===== config.mk =====
export PLATFORM = sky130hd
export DESIGN_NAME = mmio_uart_tx
export DESIGN_NICKNAME = d
export VERILOG_FILES = /design/src/rtl/mmio_uart_tx.sv
export SDC_FILE = /design/constraint.sdc
export NUM_CORES = 1
export LEC_CHECK = 0
export ABC_AREA = 1
export BUFFER_PORTS_ARGS = -buffer_cell sky130_fd_sc_hd__buf_2
export CORE_ASPECT_RATIO = 0.75
export CORE_MARGIN = 1
export CORE_UTILIZATION = 45
export CTS_CLUSTER_DIAMETER = 150
export DETAILED_ROUTE_END_ITERATION = 10
export SLEW_MARGIN = 20
export SYNTH_ARGS = -nofsm -noshare
export SYNTH_HDL_FRONTEND = slang
export SYNTH_SLANG_ARGS = --single-unit

===== constraint.sdc =====
create_clock -name clk -period 3.6 [get_ports clk]
set_input_delay 0.72 -clock clk [delete_from_list [all_inputs] [get_ports clk]]
set_output_delay 0.72 -clock clk [all_outputs]
set_load 0.02 [all_outputs]

===== src/rtl/mmio_uart_tx.sv =====
`default_nettype none
// ============================================================================
// Module   : mmio_uart_tx
// Purpose  : Memory-mapped 8N1 UART transmitter with a TX FIFO. Responds on
//            the CPU data-memory bus beside the data memory.
//            +0 TXDATA (store pushes din[7:0]; loads return 0)
//            +4 STATUS {19'b0, count[12:8], 4'b0, ovf[3], busy[2],
//                       empty[1], full[0]}; store with din[3]=1 clears ovf
// Ports    : clk      - system clock, rising edge
//            rstn     - asynchronous active-low reset
//            addr     - data bus address (window decoded on addr[31:3])
//            din      - store data, only din[7:0] used
//            write_en - store strobe
//            dout     - load data, combinational from addr
//            tx       - serial output, registered, idles high
//            irq      - registered, high while FIFO empty and FSM idle
// Revision : 1.0 - initial release
// ============================================================================
module mmio_uart_tx #(
    parameter logic [31:0] BASE_ADDR  = 32'h0000_FF00,
    parameter int          CLK_DIV    = 868,
    parameter int          FIFO_DEPTH = 16
) (
    input  logic        clk,
    input  logic        rstn,
    input  logic [31:0] addr,
    input  logic [31:0] din,
    input  logic        write_en,
    output logic [31:0] dout,
    output logic        tx,
    output logic        irq
);

    localparam int c_ptr_w = (FIFO_DEPTH > 1) ? $clog2(FIFO_DEPTH) : 1;
    localparam int c_cnt_w = (CLK_DIV > 1) ? $clog2(CLK_DIV) : 1;

    localparam logic [c_cnt_w-1:0] c_baud_reload = c_cnt_w'(CLK_DIV - 1);
    localparam logic [c_cnt_w-1:0] c_cnt_one     = c_cnt_w'(1);
    localparam logic [c_ptr_w-1:0] c_ptr_one     = c_ptr_w'(1);
    localparam logic [4:0]         c_depth       = 5'(FIFO_DEPTH);

    typedef enum logic [1:0] {
        S_IDLE  = 2'd0,
        S_START = 2'd1,
        S_DATA  = 2'd2,
        S_STOP  = 2'd3
    } state_t;

    // ------------------------------------------------------------------
    // State
    // ------------------------------------------------------------------
    logic [7:0]         r_mem [FIFO_DEPTH];
    logic [c_ptr_w-1:0] r_wr_ptr;
    logic [c_ptr_w-1:0] r_rd_ptr;
    logic [4:0]         r_count;
    logic               r_ovf;

    state_t             r_state;
    logic [c_cnt_w-1:0] r_baud_cnt;
    logic [2:0]         r_bit_idx;
    logic [7:0]         r_shift;
    logic               r_tx;
    logic               r_irq;

    // ------------------------------------------------------------------
    // Bus decode
    // ------------------------------------------------------------------
    logic w_hit;
    logic w_wr_data;
    logic w_wr_status;
    logic w_unused_bits;

    assign w_hit         = (addr[31:3] == BASE_ADDR[31:3]);
    assign w_wr_data     = write_en && w_hit && !addr[2];
    assign w_wr_status   = write_en && w_hit &&  addr[2];
    assign w_unused_bits = ^{din[31:8], addr[1:0]};

    // ------------------------------------------------------------------
    // FIFO control. Full is judged on the pre-edge count, so a pop in the
    // same cycle does not make room for a store into a full FIFO.
    // ------------------------------------------------------------------
    logic       w_empty;
    logic       w_full;
    logic       w_busy;
    logic       w_baud_zero;
    logic       w_push;
    logic       w_pop;
    logic [7:0] w_fifo_head;

    assign w_empty     = (r_count == 5'd0);
    assign w_full      = (r_count == c_depth);
    assign w_busy      = (r_state != S_IDLE);
    assign w_baud_zero = (r_baud_cnt == '0);
    assign w_push      = w_wr_data && !w_full;
    assign w_fifo_head = r_mem[r_rd_ptr];

    // The serialiser takes a byte when idle, or back-to-back at the end of
    // a stop bit so consecutive frames have no idle gap.
    assign w_pop = !w_empty &&
                   ((r_state == S_IDLE) || ((r_state == S_STOP) && w_baud_zero));

    always_ff @(posedge clk) begin
        if (w_push) begin
            r_mem[r_wr_ptr] <= din[7:0];
        end
    end

    always_ff @(posedge clk or negedge rstn) begin
        if (!rstn) begin
            r_wr_ptr <= '0;
            r_rd_ptr <= '0;
            r_count  <= 5'd0;
            r_ovf    <= 1'b0;
        end else begin
            if (w_push) begin
                r_wr_ptr <= r_wr_ptr + c_ptr_one;
            end
            if (w_pop) begin
                r_rd_ptr <= r_rd_ptr + c_ptr_one;
            end
            r_count <= r_count + {4'd0, w_push} - {4'd0, w_pop};

            if (w_wr_data && w_full) begin
                r_ovf <= 1'b1;
            end else if (w_wr_status && din[3]) begin
                r_ovf <= 1'b0;
            end
        end
    end

    // ------------------------------------------------------------------
    // Serialiser FSM
    // ------------------------------------------------------------------
    state_t w_next_state;

    always_comb begin
        w_next_state = r_state;
        case (r_state)
            S_IDLE: begin
                if (!w_empty) begin
                    w_next_state = S_START;
                end
            end
            S_START: begin
                if (w_baud_zero) begin
                    w_next_state = S_DATA;
                end
            end
            S_DATA: begin
                if (w_baud_zero && (r_bit_idx == 3'd7)) begin
                    w_next_state = S_STOP;
                end
            end
            S_STOP: begin
                if (w_baud_zero) begin
                    w_next_state = w_empty ? S_IDLE : S_START;
                end
            end
            default: w_next_state = S_IDLE;
        endcase
    end

    always_ff @(posedge clk or negedge rstn) begin
        if (!rstn) begin
            r_state    <= S_IDLE;
            r_baud_cnt <= '0;
            r_bit_idx  <= 3'd0;
            r_shift    <= 8'd0;
            r_tx       <= 1'b1;
            r_irq      <= 1'b1;
        end else begin
            r_state <= w_next_state;
            r_irq   <= w_empty && (w_next_state == S_IDLE);

            case (r_state)
                S_IDLE: begin
                    if (!w_empty) begin
                        r_shift    <= w_fifo_head;
                        r_tx       <= 1'b0;
                        r_baud_cnt <= c_baud_reload;
                    end
                end
                S_START: begin
                    if (w_baud_zero) begin
                        r_tx       <= r_shift[0];
                        r_bit_idx  <= 3'd0;
                        r_baud_cnt <= c_baud_reload;
                    end else begin
                        r_baud_cnt <= r_baud_cnt - c_cnt_one;
                    end
                end
                S_DATA: begin
                    if (w_baud_zero) begin
                        r_baud_cnt <= c_baud_reload;
                        if (r_bit_idx == 3'd7) begin
                            r_tx <= 1'b1;
                        end else begin
                            r_shift   <= {1'b0, r_shift[7:1]};
                            r_tx      <= r_shift[1];
                            r_bit_idx <= r_bit_idx + 3'd1;
                        end
                    end else begin
                        r_baud_cnt <= r_baud_cnt - c_cnt_one;
                    end
                end
                S_STOP: begin
                    if (w_baud_zero) begin
                        if (!w_empty) begin
                            r_shift    <= w_fifo_head;
                            r_tx       <= 1'b0;
                            r_baud_cnt <= c_baud_reload;
                        end
                    end else begin
                        r_baud_cnt <= r_baud_cnt - c_cnt_one;
                    end
                end
                default: begin
                    r_tx <= 1'b1;
                end
            endcase
        end
    end

    // ------------------------------------------------------------------
    // Outputs
    // ------------------------------------------------------------------
    assign tx  = r_tx;
    assign irq = r_irq;

    always_comb begin
        dout = 32'd0;
        if (w_hit && addr[2]) begin
            dout = {19'd0, r_count, 4'd0, r_ovf, w_busy, w_empty, w_full};
        end
    end

endmodule
`default_nettype wire


== Word level (Yosys, flattened, before mapping) ==
Memories as Yosys holds them, arrays and structs flattened.
Cells that the tools add are included.
Operators by class
  add/subtract/negate cells: 6
  equality and inequality tests: 10
  mux-type cells: 30
  reductions and logical operators: 27
Operators with widths (number)
  8-bit 2-to-1 mux: 4
  10-bit 2-to-1 mux: 3
  10-bit case mux with 3 select lines: 1
  29-bit by 13-bit == test with 1-bit output (second input constant): 1
  8-bit case mux with 3 select lines: 1
  13-bit 2-to-1 mux: 1
  1-bit logical AND: 11
  10-bit zero test: 1
  1-bit 2-to-1 mux: 10
  10-bit by 1-bit subtractor with 10-bit output (second input constant): 1
  3-bit 2-to-1 mux: 3
  4-bit by 1-bit adder with 4-bit output (second input constant): 2
  2-bit 2-to-1 mux: 4
  2-bit != test (second input constant): 4
  2-bit case mux with 4 select lines: 1
  4-bit AND reduction: 2
  3-bit case mux with 2 select lines: 1
  2-bit nonzero test: 3
  5-bit by 1-bit adder with 5-bit output: 1
  5-bit == test (second input constant): 1
  5-bit zero test: 1
  5-bit by 1-bit subtractor with 5-bit output: 1
  2-bit == test (second input constant): 2
  2-bit zero test: 2
  other kinds (9): 11
Storage, ports and cells
  flip-flop bits (word level): 39
  bits in writable memories: 128
  input port bits: 67
  output and inout port bits: 34
  memories kept: 1
Memory list
  r_mem: words 16, width 8, read ports 1, clocked after memory_dff 0, wr ports 1, line 52  | logic [7:0] r_mem [FIFO_DEPTH];

== Logic depth before layout (Yosys ltp) ==
  word-level depth: 6
  gate-level depth with buffers: 18
  gate-level depth less buffers: 17

== Least setup slack after synthesis ==
OpenSTA, ideal clock, no wires.
  path kind: input-to-reg
  start point: input port addr[16]
  end point: register r_count[4]
  setup time: 0.079 ns
  arrival: 2.790 ns
  data required time: 3.521 ns
  path slack: 0.730 ns
  stages: 14
  path buffers: 1
  cells stage by stage: inv_1 -> nand2_1 -> nor3_1 -> nand3b_1 -> nor2_4 -> nand3_2 -> buf_2 -> ha_1 -> inv_1 -> ha_1 -> inv_1 -> fa_1 -> o21ai_0 -> xor2_1
Between the ends
  cells in the longest elaborated chain, start to end: 6
RTL lines
  start: declaration: line 26  | input logic [31:0] addr,
  29-bit by 13-bit == test with 1-bit output: line 73  | assign w_hit = (addr[31:3] == BASE_ADDR[31:3]);
  1-bit logical AND (2 in series): line 74  | assign w_wr_data = write_en && w_hit && !addr[2];
  1-bit logical AND: line 94  | assign w_push = w_wr_data && !w_full;
  5-bit by 1-bit adder with 5-bit output: line 121  | r_count <= r_count + {4'd0, w_push} - {4'd0, w_pop};
  5-bit by 1-bit subtractor with 5-bit output: line 121
  end signal: assignment: line 121
  end: declaration: line 55  | logic [4:0] r_count;
Every way passes these cells.
A chain may end at the register's enable or synchronous reset.

== Worst setup path after layout ==
  start point: register r_baud_cnt[0]
  end point: register r_count[4]
Between the ends
  cells in the longest elaborated chain, start to end: 5
RTL lines
  start: declaration: line 59  | logic [c_cnt_w-1:0] r_baud_cnt;
  start signal: assignment: line 180  | r_baud_cnt <= c_baud_reload;
  start signal: assignment: line 187  | r_baud_cnt <= c_baud_reload;
  start signal: assignment: line 189  | r_baud_cnt <= r_baud_cnt - c_cnt_one;
  10-bit zero test: line 93  | assign w_baud_zero = (r_baud_cnt == '0);
  1-bit logical AND: line 100  | ((r_state == S_IDLE) || ((r_state == S_STOP) && w_baud_zero));
  1-bit logical OR: line 100
  1-bit logical AND: line 99  | assign w_pop = !w_empty &&
  net w_pop: line 87  | logic w_pop;
  5-bit by 1-bit subtractor with 5-bit output: line 121
The timed path passes the listed nets, and every way through them passes these cells.

==> out/results.txt <==
Worst Path Required -> 3.96 ns
combinational family with the most area after synthesis -> simple AND/OR/NAND/NOR gates
Top Family by Delay on Critical Path -> adder cells
critical path's largest stage delay -> 0.39 ns
Total Routing Usage GR -> 20.6%
Layout Utilization -> 52.8%
Post-Route WL -> 17300 um
DR pass1 iterations -> 5
CTS tree -> built
effective utilization at floorplan -> 46.6%
deepest clock path buffer count -> 2
CP bufs+invs -> 5
die area -> 18100 um^2
layout filler cell count -> 1506
compound-cell area share of the yosys netlist -> 7.34%
top cells by area, synth -> edfxtp_1 49%, dfrtp_1 12%, nand2_1 8.3%
register area share after synthesis -> 61.0%
Post-CTS Resized -> 0
Hold-fix buffers, CTS -> 0
fin nets -> 933
Cell Rows -> 41
Synth top area share -> 48.6%
IO buf count -> 51
share of layout cells above drive strength 1 -> 14.8%
synth-to-layout area growth -> 13.5%
critical path class -> reg -> reg
vias -> 5566
Avg Inst Size Synth -> 10.1 um^2
setup violators final -> 0
max_cap viols -> 0
die height -> 117 um
number of remaining DRC errors -> 0
critical path depth -> 17
Max VDD drop -> 0.000265 V
Reg-to-Reg End -> r_count[4]
min Tclk post-route -> 2.96 ns
actual transition at the worst max-transition pin -> 0.920 ns
most frequent CP cell -> nand2_2
crit path capture -> r_count[4]
worst r2r path cells -> 17
Ys Warns -> 0
DRT antenna net count -> 0
initial antenna violation count -> 0
LEAKAGE -> 3.69 nW
CP arrival -> 3.32 ns
Slew headroom -> 38.7%
Clock Latency Late Sink -> 0.44 ns
period utilization -> 82.3%
R2R Path Start -> r_baud_cnt[0]
number of global-route vias before repair -> 5250
CP Max Fanout -> 11
postcts setup bufs -> 0
Setup crit start -> r_baud_cnt[0]
Final Hold Fails -> 0
routability congestion estimate -> 0.874
Finished Layout Cells -> 1095
Clock Sinks -> 167
synthesized area -> 7910 um^2
RSZ-0062 raised after global routing -> no
multiplexer share of the synthesized area -> 0%
number of synthesized flops with an enable pin -> 128
post-placement worst setup slack -> 0.596 ns
CTS Buf Count -> 17
Seq cells post-synth -> 167
top_reg_cell synth -> edfxtp_1
CTS H-Tree Depth -> 4
CP Capture Type -> register
slowest CP cell -> fa_1
Clk pin slew, worst setup/hold paths -> 0.07 ns
dpl hpwl -> 11400 um
Post-Synth Adder-Cell Area -> 3.26%
number of cells produced by synthesis -> 786
Worst Setup Start Kind -> register
core area -> 17000 um^2
status -> finished clean
largest net degree at the start of global routing -> 73
post-synth top area cell -> edfxtp_1
PD cells -> 452 nW/um^2
Register Area -> 4820 um^2
Placed Instances -> 1063
final worst slack -> 0.637 ns
wire per inst -> 15.8 um
vias per cell -> 5.08
chip width -> 155 um
critical path cell sequence -> inv_1 -> ha_1 -> nand2_2 -> nor2_4 -> nand2_2 -> clkinv_2 -> nand2_2 -> nand2_2 -> nand2_4 -> clkinv_4 -> ha_1 -> inv_1 -> ha_1 -> inv_1 -> fa_1 -> o21ai_0 -> xor2_1
async set-reset flop share out of synthesis -> 23.4%
Slew Viols, Final -> 0
r2r setup slk -> 0.64 ns
Synth Area in Simple Gates -> 20.2%
total gr overflow -> 0
first-pass GRT wire length -> 27600 um
ANT cells -> 0
Synth cell types -> 38
Root Driver -> clkbuf_16
num ports -> 101
xor-xnor portion of the synthesized cell area -> 1.33%
Worst Hold Class -> in -> async
clk_skew -> 0.00900 ns
setup_tns -> 0 ns
multi-input logic area -> 2630 um^2
First DRT Iteration DRCs -> 498
highest clock rate -> 0.337 GHz
[synthesized netlist by cell type, types with 10 or more instances]
| master | number |
|---|---|
| inv_1 | 53 |
| nand2_1 | 175 |
| nor2_1 | 100 |
| ha_1 | 19 |
| edfxtp_1 | 128 |
| a21oi_1 | 31 |
| nand3_1 | 51 |
| o21ai_0 | 51 |
| clkbuf_1 | 10 |
| dfrtp_1 | 37 |
| nor3_1 | 15 |
| buf_2 | 12 |
| buf_4 | 25 |
[cell type report]
cell class                 count  area share (%)
clock inverter                15            2.11
sequential                   167            53.8
tap                          236            3.29
clock buffer                  17            4.74
timing repair buffer          68            4.27
multi-input combinational    533            29.3
inverter                      59            2.54
[layer usage]
layer	wire length, um	part of all wire [%]	vias to the layer above	track usage (%)
li1	-	-	2735	-
met1	8240	48	2639	27.9
met2	7750	45	172	32.7
met3	1030	6.0	20	4.71
met4	226	1.3	0	7.66
met5	0	0	-	0
[kinds of logic (layout without fill, tap and decap cells)]
logic type      count (synthesis)  after routing
fa+ha+maj                      20             20
other cells                     1             23
buf+inv                       108            159
simple gates                  371            371
flops                         167            167
compound gates                107            107
xor+xnor                       12             12
[flip-flops by register name (all words and copies together), names as in the netlist]
signal      flops
r_shift         8
tx              1
r_bit_idx       3
r_state         2
irq             1
r_mem         128
r_baud_cnt     10
r_count         5
r_wr_ptr        4
r_ovf           1
r_rd_ptr        4
[cell usage in the layout (no fill, tap or decap), types with 19 or more instances in the layout]
cell	netlist	layout
buf_2	12	51
nand3_1	51	51
dfrtp_1	37	36
inv_1	53	53
conb_1	1	23
nand2_1	175	175
ha_1	19	19
a21oi_1	31	31
nor2_1	100	100
o21ai_0	51	51
edfxtp_1	128	128
[stage by stage]
step / hold WS (ns) / cell area (um^2) / power [mW]
floorplan: 0.424 / 7990 / 2.17
global placement: 0.457 / 8360 / 2.20
detailed placement: 0.456 / 8360 / 2.20
CTS: 0.458 / 8970 / 4.09
global route: 0.490 / 8970 / 4.17
finish: 0.420 / 8970 / 4.06
[worst reg2reg max path, delay by kind of cell, from the launching register on]
family	cells	cell delay, ns
and+or+nand+nor	6	0.69
AOI/OAI and AO/OA	1	0.25
xor gates and xnor gates	1	0.17
DFF	1	0.38
adders and majority gates	4	1.01
buffers and inverters	5	0.39
[power breakdown]
part	switching (mW)	internal, mW	total, mW
clock	0.790	1.11	1.90
sequential	0.0000238	2.08	2.08
combinational	0.0668	0.0188	0.0855
[how the worst min path moves through the flow]
stage,from,to,slack [ns],cells past startpoint
floorplan,rstn,r_baud_cnt[0],0.42,0
CTS,rstn,r_ovf,0.46,1
finish,rstn,r_ovf,0.42,1
global placement,tx,tx,0.46,2
global route,tx,tx,0.49,2
detailed placement,tx,tx,0.46,2
Note: power is estimated with default switching activity, not from simulation.
